<file path="config.mk">
export PLATFORM = sky130hd
export DESIGN_NAME = stereo_frame_demux_flat
export DESIGN_NICKNAME = d
export VERILOG_FILES = /design/src/rtl/stereo_frame_demux_pkg.sv /design/src/rtl/stereo_frame_demux_if.sv /design/src/rtl/stereo_frame_demux_skid2.sv /design/src/rtl/stereo_frame_demux.sv /design/src/flat_wrapper.sv
export SDC_FILE = /design/constraint.sdc
export NUM_CORES = 1
export LEC_CHECK = 0
export CAP_MARGIN = 5
export CORE_MARGIN = 2
export CORE_UTILIZATION = 51
export DETAILED_ROUTE_END_ITERATION = 10
export PLACE_DENSITY = 0.8
export SYNTH_ARGS = -nofsm -noshare
export SYNTH_HDL_FRONTEND = slang
export SYNTH_SLANG_ARGS = --single-unit
export TNS_END_PERCENT = 50
</file>
<file path="constraint.sdc">
create_clock -name clk -period 7.4 [get_ports clk]
set_input_delay 2.22 -clock clk [delete_from_list [all_inputs] [get_ports clk]]
set_output_delay 2.22 -clock clk [all_outputs]
set_load 0.05 [all_outputs]
</file>
<file path="src/rtl/stereo_frame_demux_pkg.sv">
// -----------------------------------------------------------------------------
// stereo_frame_demux_pkg
// Shared definitions for the stereo STFT frame path (demux side and the
// matching output mux): channel identifiers and the frame-length derivation.
//   ch_e        : CH_LEFT = 0, CH_RIGHT = 1
//   frame_beats : bins per channel frame for a given transform configuration
// -----------------------------------------------------------------------------
package stereo_frame_demux_pkg;

  typedef enum logic {
    CH_LEFT  = 1'b0,
    CH_RIGHT = 1'b1
  } ch_e;

  // A real-input transform only carries the non-redundant half spectrum
  // (DC..Nyquist inclusive); a complex transform carries every bin.
  function automatic int frame_beats(input int fft_size, input bit real_input);
    return real_input ? (fft_size / 2 + 1) : fft_size;
  endfunction

endpackage

</file>
<file path="src/rtl/stereo_frame_demux_if.sv">
// -----------------------------------------------------------------------------
// stereo_frame_demux_if
// AXI-Stream bundle for one spectral stream, one complex bin per beat.
//   tdata  : DATA_WIDTH     bin payload
//   tkeep  : DATA_WIDTH/8   byte enables
//   tlast  : 1              last bin of a channel frame
//   tvalid : 1              source has a beat
//   tready : 1              sink accepts the beat
// Modports: master (drives payload/valid), slave (drives ready).
// -----------------------------------------------------------------------------
interface stereo_frame_demux_if #(
  parameter int DATA_WIDTH = 64
);
  logic [DATA_WIDTH-1:0]   tdata;
  logic [DATA_WIDTH/8-1:0] tkeep;
  logic                    tlast;
  logic                    tvalid;
  logic                    tready;

  modport master (output tdata, output tkeep, output tlast, output tvalid, input tready);
  modport slave  (input tdata, input tkeep, input tlast, input tvalid, output tready);
endinterface

</file>
<file path="src/rtl/stereo_frame_demux_skid2.sv">
// -----------------------------------------------------------------------------
// axis_skid2
// Two-entry AXI-Stream register slice with registered outputs. Accepts while
// it holds fewer than two entries, so the upstream ready depends only on the
// occupancy and never on the downstream ready.
//   clk, reset : clock, synchronous active-high reset (empties the slice)
//   in_data    : W      payload ({tdata, tkeep, tlast} at the call site)
//   in_valid   : 1      push request (caller only asserts it when accepted)
//   in_ready   : out 1  fewer than two entries held
//   out_data   : out W  head entry
//   out_valid  : out 1  at least one entry held
//   out_ready  : 1      consumer takes the head entry
// -----------------------------------------------------------------------------
module axis_skid2 #(
  parameter int W = 8
) (
  input  logic         clk,
  input  logic         reset,
  input  logic [W-1:0] in_data,
  input  logic         in_valid,
  output logic         in_ready,
  output logic [W-1:0] out_data,
  output logic         out_valid,
  input  logic         out_ready
);

  logic [1:0]   count;
  logic [W-1:0] head;
  logic [W-1:0] spare;
  logic         push;
  logic         pop;

  assign in_ready  = (count != 2'd2);
  assign out_valid = (count != 2'd0);
  assign out_data  = head;
  assign push      = in_valid & in_ready;
  assign pop       = out_valid & out_ready;

  // NOTE: sequential state is always assigned with <= so every register
  // samples the pre-edge values of its neighbours.
  always_ff @(posedge clk) begin
    if (reset) begin
      count <= 2'd0;
    end else begin
      case ({push, pop})
        2'b10:   count <= count + 2'd1;
        2'b01:   count <= count - 2'd1;
        default: count <= count;
      endcase
    end
  end

  // NOTE: the payload registers carry no reset; count alone decides whether
  // they are meaningful, and data outputs are don't-care while out_valid = 0.
  always_ff @(posedge clk) begin
    // Head loads the incoming beat when it is empty or being drained while a
    // new beat arrives; otherwise it refills from the spare entry on a pop.
    if (push && (count == 2'd0 || pop)) begin
      head <= in_data;
    end else if (pop && count == 2'd2) begin
      head <= spare;
    end
    if (push && !pop && count == 2'd1) begin
      spare <= in_data;
    end
  end

endmodule

</file>
<file path="src/rtl/stereo_frame_demux.sv">
// -----------------------------------------------------------------------------
// stereo_frame_demux
// Splits one interleaved stream of spectral frames (left frame, right frame,
// each closed by tlast) into per-channel streams for the ISTFT engines. Each
// channel has its own two-entry skid, so a stalled channel only backpressures
// the input while that channel is the one being filled.
//   clk, reset     : clock, synchronous active-high reset
//   s_axis         : slave  interleaved frame input
//   m_axis_l       : master left channel frames
//   m_axis_r       : master right channel frames
//   frame_err      : out 1  one-cycle pulse on a frame-length violation
//   stereo_frames  : out 16 completed left+right frame pairs, wrapping
// Optional build: define STFT_DEMUX_LEN_CHECK_EN to enforce the frame length
// (early tlast flagged; missing tlast forced at the last bin and flagged).
// Without it, frames are delimited purely by the incoming tlast and
// frame_err is held at 0.
// -----------------------------------------------------------------------------
module stereo_frame_demux #(
  parameter int FFT_SIZE   = 4096,
  parameter bit REAL_INPUT = 1,
  parameter int DATA_WIDTH = 64
) (
  input  logic                 clk,
  input  logic                 reset,
  stereo_frame_demux_if.slave  s_axis,
  stereo_frame_demux_if.master m_axis_l,
  stereo_frame_demux_if.master m_axis_r,
  output logic                 frame_err,
  output logic [15:0]          stereo_frames
);
  import stereo_frame_demux_pkg::*;

  localparam int KEEP_W = DATA_WIDTH / 8;
  localparam int PAY_W  = DATA_WIDTH + KEEP_W + 1;

  ch_e              ch_q;
  logic             rdy_l;
  logic             rdy_r;
  logic             accept;
  logic             eff_last;
  logic [PAY_W-1:0] in_pay;
  logic [PAY_W-1:0] pay_l;
  logic [PAY_W-1:0] pay_r;

  // Only the channel currently being filled may backpressure the input.
  assign s_axis.tready = (ch_q == CH_RIGHT) ? rdy_r : rdy_l;
  assign accept        = s_axis.tvalid & s_axis.tready;

`ifdef STFT_DEMUX_LEN_CHECK_EN
  localparam int FRAME_BEATS = frame_beats(FFT_SIZE, REAL_INPUT);
  localparam int CNT_W       = $clog2(FRAME_BEATS) + 1;

  logic [CNT_W-1:0] beat_cnt;
  logic             at_end;

  assign at_end   = (beat_cnt == CNT_W'(FRAME_BEATS - 1));
  assign eff_last = s_axis.tlast | at_end;

  always_ff @(posedge clk) begin
    if (reset) begin
      beat_cnt  <= '0;
      frame_err <= 1'b0;
    end else begin
      // Violation is tlast disagreeing with the bin position in either
      // direction: early tlast, or a missing tlast on the last bin.
      frame_err <= accept & (s_axis.tlast ^ at_end);
      if (accept) begin
        beat_cnt <= eff_last ? '0 : beat_cnt + CNT_W'(1);
      end
    end
  end
`else
  assign eff_last  = s_axis.tlast;
  assign frame_err = 1'b0;
`endif

  always_ff @(posedge clk) begin
    if (reset) begin
      ch_q          <= CH_LEFT;
      stereo_frames <= 16'd0;
    end else if (accept && eff_last) begin
      ch_q <= (ch_q == CH_LEFT) ? CH_RIGHT : CH_LEFT;
      if (ch_q == CH_RIGHT) begin
        stereo_frames <= stereo_frames + 16'd1;
      end
    end
  end

  assign in_pay = {s_axis.tdata, s_axis.tkeep, eff_last};

  axis_skid2 #(.W(PAY_W)) u_skid_l (
    .clk       (clk),
    .reset     (reset),
    .in_data   (in_pay),
    .in_valid  (accept && ch_q == CH_LEFT),
    .in_ready  (rdy_l),
    .out_data  (pay_l),
    .out_valid (m_axis_l.tvalid),
    .out_ready (m_axis_l.tready)
  );

  axis_skid2 #(.W(PAY_W)) u_skid_r (
    .clk       (clk),
    .reset     (reset),
    .in_data   (in_pay),
    .in_valid  (accept && ch_q == CH_RIGHT),
    .in_ready  (rdy_r),
    .out_data  (pay_r),
    .out_valid (m_axis_r.tvalid),
    .out_ready (m_axis_r.tready)
  );

  assign {m_axis_l.tdata, m_axis_l.tkeep, m_axis_l.tlast} = pay_l;
  assign {m_axis_r.tdata, m_axis_r.tkeep, m_axis_r.tlast} = pay_r;

endmodule

</file>
<file path="src/flat_wrapper.sv">
// flat-port wrapper written by rule: the top's interface ports become plain ports
module stereo_frame_demux_flat import stereo_frame_demux_pkg::*;
#(
  parameter int FFT_SIZE   = 4096,
  parameter bit REAL_INPUT = 1,
  parameter int DATA_WIDTH = 64
)
  (clk, reset, frame_err, stereo_frames, s_axis_tdata, s_axis_tkeep, s_axis_tlast, s_axis_tvalid, s_axis_tready, m_axis_l_tdata, m_axis_l_tkeep, m_axis_l_tlast, m_axis_l_tvalid, m_axis_l_tready, m_axis_r_tdata, m_axis_r_tkeep, m_axis_r_tlast, m_axis_r_tvalid, m_axis_r_tready);
  stereo_frame_demux_if #(.DATA_WIDTH(DATA_WIDTH)) s_axis_i ();
  stereo_frame_demux_if #(.DATA_WIDTH(DATA_WIDTH)) m_axis_l_i ();
  stereo_frame_demux_if #(.DATA_WIDTH(DATA_WIDTH)) m_axis_r_i ();
  input  logic clk;
  input  logic reset;
  output logic frame_err;
  output logic [15:0] stereo_frames;
  input wire logic [$bits(s_axis_i.tdata)-1:0] s_axis_tdata;
  input wire logic [$bits(s_axis_i.tkeep)-1:0] s_axis_tkeep;
  input wire logic [$bits(s_axis_i.tlast)-1:0] s_axis_tlast;
  input wire logic [$bits(s_axis_i.tvalid)-1:0] s_axis_tvalid;
  output wire logic [$bits(s_axis_i.tready)-1:0] s_axis_tready;
  output wire logic [$bits(m_axis_l_i.tdata)-1:0] m_axis_l_tdata;
  output wire logic [$bits(m_axis_l_i.tkeep)-1:0] m_axis_l_tkeep;
  output wire logic [$bits(m_axis_l_i.tlast)-1:0] m_axis_l_tlast;
  output wire logic [$bits(m_axis_l_i.tvalid)-1:0] m_axis_l_tvalid;
  input wire logic [$bits(m_axis_l_i.tready)-1:0] m_axis_l_tready;
  output wire logic [$bits(m_axis_r_i.tdata)-1:0] m_axis_r_tdata;
  output wire logic [$bits(m_axis_r_i.tkeep)-1:0] m_axis_r_tkeep;
  output wire logic [$bits(m_axis_r_i.tlast)-1:0] m_axis_r_tlast;
  output wire logic [$bits(m_axis_r_i.tvalid)-1:0] m_axis_r_tvalid;
  input wire logic [$bits(m_axis_r_i.tready)-1:0] m_axis_r_tready;
  assign s_axis_i.tdata = s_axis_tdata;
  assign s_axis_i.tkeep = s_axis_tkeep;
  assign s_axis_i.tlast = s_axis_tlast;
  assign s_axis_i.tvalid = s_axis_tvalid;
  assign s_axis_tready = s_axis_i.tready;
  assign m_axis_l_tdata = m_axis_l_i.tdata;
  assign m_axis_l_tkeep = m_axis_l_i.tkeep;
  assign m_axis_l_tlast = m_axis_l_i.tlast;
  assign m_axis_l_tvalid = m_axis_l_i.tvalid;
  assign m_axis_l_i.tready = m_axis_l_tready;
  assign m_axis_r_tdata = m_axis_r_i.tdata;
  assign m_axis_r_tkeep = m_axis_r_i.tkeep;
  assign m_axis_r_tlast = m_axis_r_i.tlast;
  assign m_axis_r_tvalid = m_axis_r_i.tvalid;
  assign m_axis_r_i.tready = m_axis_r_tready;
  stereo_frame_demux #(.FFT_SIZE(FFT_SIZE), .REAL_INPUT(REAL_INPUT), .DATA_WIDTH(DATA_WIDTH)) u_core (.clk(clk), .reset(reset), .s_axis(s_axis_i), .m_axis_l(m_axis_l_i), .m_axis_r(m_axis_r_i), .frame_err(frame_err), .stereo_frames(stereo_frames));
endmodule
</file>
==> flow_results.org <==
** Outcome
- Run status :: finished clean

** Synth
- In this run, synthesis inferred 292 flip-flops with an integrated enable.
- Net Count, Synth :: 680
- Gate count of the mapped netlist :: 591
- Post-synthesis register bit count :: 313
- The cell area that synthesis handed to floorplanning was 11700 sq um.
- List of most frequent post-synthesis cells :: sky130_fd_sc_hd__edfxtp_1, sky130_fd_sc_hd__mux2_2, sky130_fd_sc_hd__dfxtp_1
- Cell variety after synth :: 36
- Post-synth ARST share :: 0%
- Part of the Yosys area used for sequential elements :: 78.7%
- Primary flip-flop cell chosen by synthesis mapping :: sky130_fd_sc_hd__edfxtp_1
- The biggest area contributor in the post-synthesis netlist is sky130_fd_sc_hd__edfxtp_1.
- Synth area leaders :: sky130_fd_sc_hd__edfxtp_1, sky130_fd_sc_hd__mux2_2, sky130_fd_sc_hd__dfxtp_1
- A synthesized cell averages 19.8 sq um.
- Synthesis warning total :: 0
- By instance count, the leading cell after synthesis is sky130_fd_sc_hd__edfxtp_1.
- The share of synthesized area in the top cell type comes to 75.1%.

** Placed design
- Post-Place Setup Slack :: 2.69 ns
- In this run the cell area measured after placement is 14400 sq um.
- IO Port Bufs :: 242
- Placer Congestion :: 0.767
- Detailed-placement wirelength estimate :: 14500 um

** Timing
- The worst path meets setup with 2.92 ns of slack.
- RSZ-0062 raised after global routing :: no
- In the finished design, the share of the clock period the worst path needs comes to 60.6%.
- The worst pin sits at a relative slew slack of 26.4%.
- The number of hold violations in the final report is 0.
- Final worst clock skew :: 0.0142 ns
- Setup violations remaining at the end of the flow were counted as 0.
- Setup total negative slack on the finished layout was measured at 0 ns.
- Post-layout min period :: 4.48 ns
- Timing would allow up to 0.223 GHz.
- Least-Margin Pin Slew :: 1.10 ns
- The max-slew violation count came to 0.
- Hold slack final :: 0.501 ns

** Finish
- After routing the design area is 15300 sq um.
- Total inserted antenna cells :: 0
- Share of cells above drive strength 1 :: 21.3%
- Compared with the post-synthesis result, the final layout area differs by 31.4%.
- Storage cell area :: 9190 sq um
- Counting the fill cells in the layout gives 1496.
- Area occupied by multi-input gates :: 2350 sq um
- Number of nets in the layout :: 941

** Worst setup path
- Crit path max fanout :: 5
- Class of the most critical setup path :: flip-flop to output port
- Data on the critical path is required at its endpoint by 5.18 ns.
- Startpoint types :: flip-flop
- WP data arrival :: 2.26 ns
- Critical Path Sink Type :: output port

** Routing
- Routed Antenna Nets :: 0
- Across all layers, the routed design uses 6113 vias.
- Dividing the detail-routed wire length by the instance count gives 20.7 um.
- Drt initial violations :: 277
- After detailed routing, the number of vias per cell comes to 5.27.
- 1st-pass router iterations :: 5
- After detailed routing, the total wire length is 24000 um.
- DRC :: 0

** Clock tree
- Cts repair resizes :: 0
- The clock passes through at most 3 buffers.
- TritonCTS built the clock tree.
- In this run the number of H-tree levels came out at 1.
- Once the clock tree was built, the setup fixing pass inserted 0 buffers.
- TritonCTS created 31 clock buffers.
- Clock-pin slew was measured on the worst setup and hold paths at 0.06 ns.
- The clock reaches the later pin of the worst-skew pair after 0.53 ns.
- The clock net in this run drives a total of 313 sinks.
- Clock tree root buffer cell :: sky130_fd_sc_hd__clkbuf_16
- Post-CTS Hold Buffers :: 0

** Power and ir drop
- In this run the power density over the cells is 345 nW/um^2.
- Sequential Power Share :: 44.3%
- Of the total power, the share spent switching nets is 31.9%.
- Power dissipated by switching net loads :: 1690 uW
- In this run, the combinational gates consume 28.5% of the power.
- Internal power summed over all cells :: 3600 uW
- In this run, the clock network consumes 27.2% of the power.
- In this run the static leakage power is 0.00513 uW.
- Total power for the finished layout comes to 5290 uW.
- Max IR drop VDD :: 182 uV

** GRT
- The via count of the first global-routing pass is 6305.
- Total grt overflow :: 0
- The initial antenna violation count came to 1.
- Largest net degree at the start of global routing :: 74
- Global-route wire length before repair :: 36300 um
- For this run, the total global-route usage over all layers was measured as 19.4%.

** Die
- The floorplan step defined a core boundary enclosing 22600 sq um.
- The initial utilization of the core area, before any placement, comes to 51.7%.
- Die footprint :: 24100 sq um
- The die is 155 um tall.
- Row generation in the floorplan step produced 55 rows.
- For this design the top-level I/O count stands at 244.
- From left edge to right edge, the die measures 155 um.

** Flow run
- Max-cap violations in this run came to 0.

** Hold path
- Tightest Hold Check Type :: flip-flop to flip-flop
==> path summary, 6_finish.rpt <==
path,start,cells after the start,endpoint,slack [ns]
max,u_core.u_skid_r.count[0],4,s_axis_tready,2.92
min,u_core.stereo_frames[1],2,u_core.stereo_frames[1],0.50
max reg2reg,u_core.u_skid_r.count[0],7,u_core.u_skid_r.spare[58],4.66
min reg2reg,u_core.stereo_frames[1],2,u_core.stereo_frames[1],0.50
==> cells by family (layout without fill, tap and decap cells) <==
family	count (synthesis)	after routing	share of synthesized area, %
multiplexers	147	147	14.2
other	1	1	0.0321
adder cells (fa/ha/maj)	11	11	1.18
XOR/XNOR	13	13	0.975
AO/OA/AOI/OAI	18	18	0.858
buffers and inverters	32	315	1.45
flip-flops	313	313	78.7
AND/OR/NAND/NOR	56	56	2.62
==> power groups by stage <==
stage | combinational (uW) | clock, uW | sequential (uW)
after floorplan | 403 | 0 | 2970
after global placement | 1500 | 0 | 2370
after detailed placement | 1520 | 0 | 2380
after CTS | 1520 | 1470 | 2340
after global routing | 1580 | 1540 | 2360
final | 1510 | 1440 | 2340
==> stage by stage <==
step                std cells  utilization, %
finish                   1159            67.9
CTS                      1159            67.9
global route             1159            67.9
detailed placement       1104            63.8
global placement         1104            63.8
floorplan                 591               -
==> layer usage <==
layer	vias up	track usage, %	share of wire, %
met2	240	32.1	48
met3	35	5.26	8.1
met4	2	4.50	2.0
li1	2806	-	-
met1	3030	26.0	41
met5	-	0	0.054
==> area by class of cell <==
| type | instances | share of cell area (%) |
|---|---|---|
| flip-flops and latches | 313 | 59.9 |
| repair buffers | 248 | 16.1 |
| multi-input cells | 246 | 15.3 |
| clock buffers | 41 | 5.30 |
| well taps | 285 | 2.33 |
| clock inverters | 14 | 0.759 |
| inverters | 12 | 0.294 |
==> registers in the layout, indices dropped and copies added (netlist names) <==
name	flops
u_core.u_skid_l.out_data	73
u_core.u_skid_l.spare	73
u_core.u_skid_r.out_data	73
u_core.u_skid_r.spare	73
u_core.stereo_frames	16
u_core.u_skid_l.count	2
u_core.u_skid_r.count	2
u_core.ch_q	1
==> placed cells by master, fill, tap and decap left out, types with 4 or more instances in the layout <==
cell type	netlist	layout
sky130_fd_sc_hd__or3_1	4	4
sky130_fd_sc_hd__a21oi_1	7	7
sky130_fd_sc_hd__clkinv_2	0	6
sky130_fd_sc_hd__o21ai_0	6	6
sky130_fd_sc_hd__inv_1	12	12
sky130_fd_sc_hd__xor2_1	10	10
sky130_fd_sc_hd__dfxtp_1	21	21
sky130_fd_sc_hd__nand2_1	8	8
sky130_fd_sc_hd__mux2_1	13	13
sky130_fd_sc_hd__mux2_2	133	133
sky130_fd_sc_hd__clkbuf_16	0	31
sky130_fd_sc_hd__clkinv_1	0	5
sky130_fd_sc_hd__clkbuf_1	2	10
sky130_fd_sc_hd__ha_1	11	11
sky130_fd_sc_hd__buf_4	8	6
sky130_fd_sc_hd__nor2_1	17	16
sky130_fd_sc_hd__clkdlybuf4s50_1	0	242
sky130_fd_sc_hd__edfxtp_1	292	292
sky130_fd_sc_hd__nand3_1	6	6
sky130_fd_sc_hd__and3_1	4	4
==> critical path, stage by stage (launching register included) <==
cell and delay [ns]:
sky130_fd_sc_hd__dfxtp_1 0.38, sky130_fd_sc_hd__inv_1 0.08, sky130_fd_sc_hd__ha_1 0.26, sky130_fd_sc_hd__mux2i_1 0.19, sky130_fd_sc_hd__clkdlybuf4s50_1 0.83
Note: power is estimated with default switching activity, not from simulation.
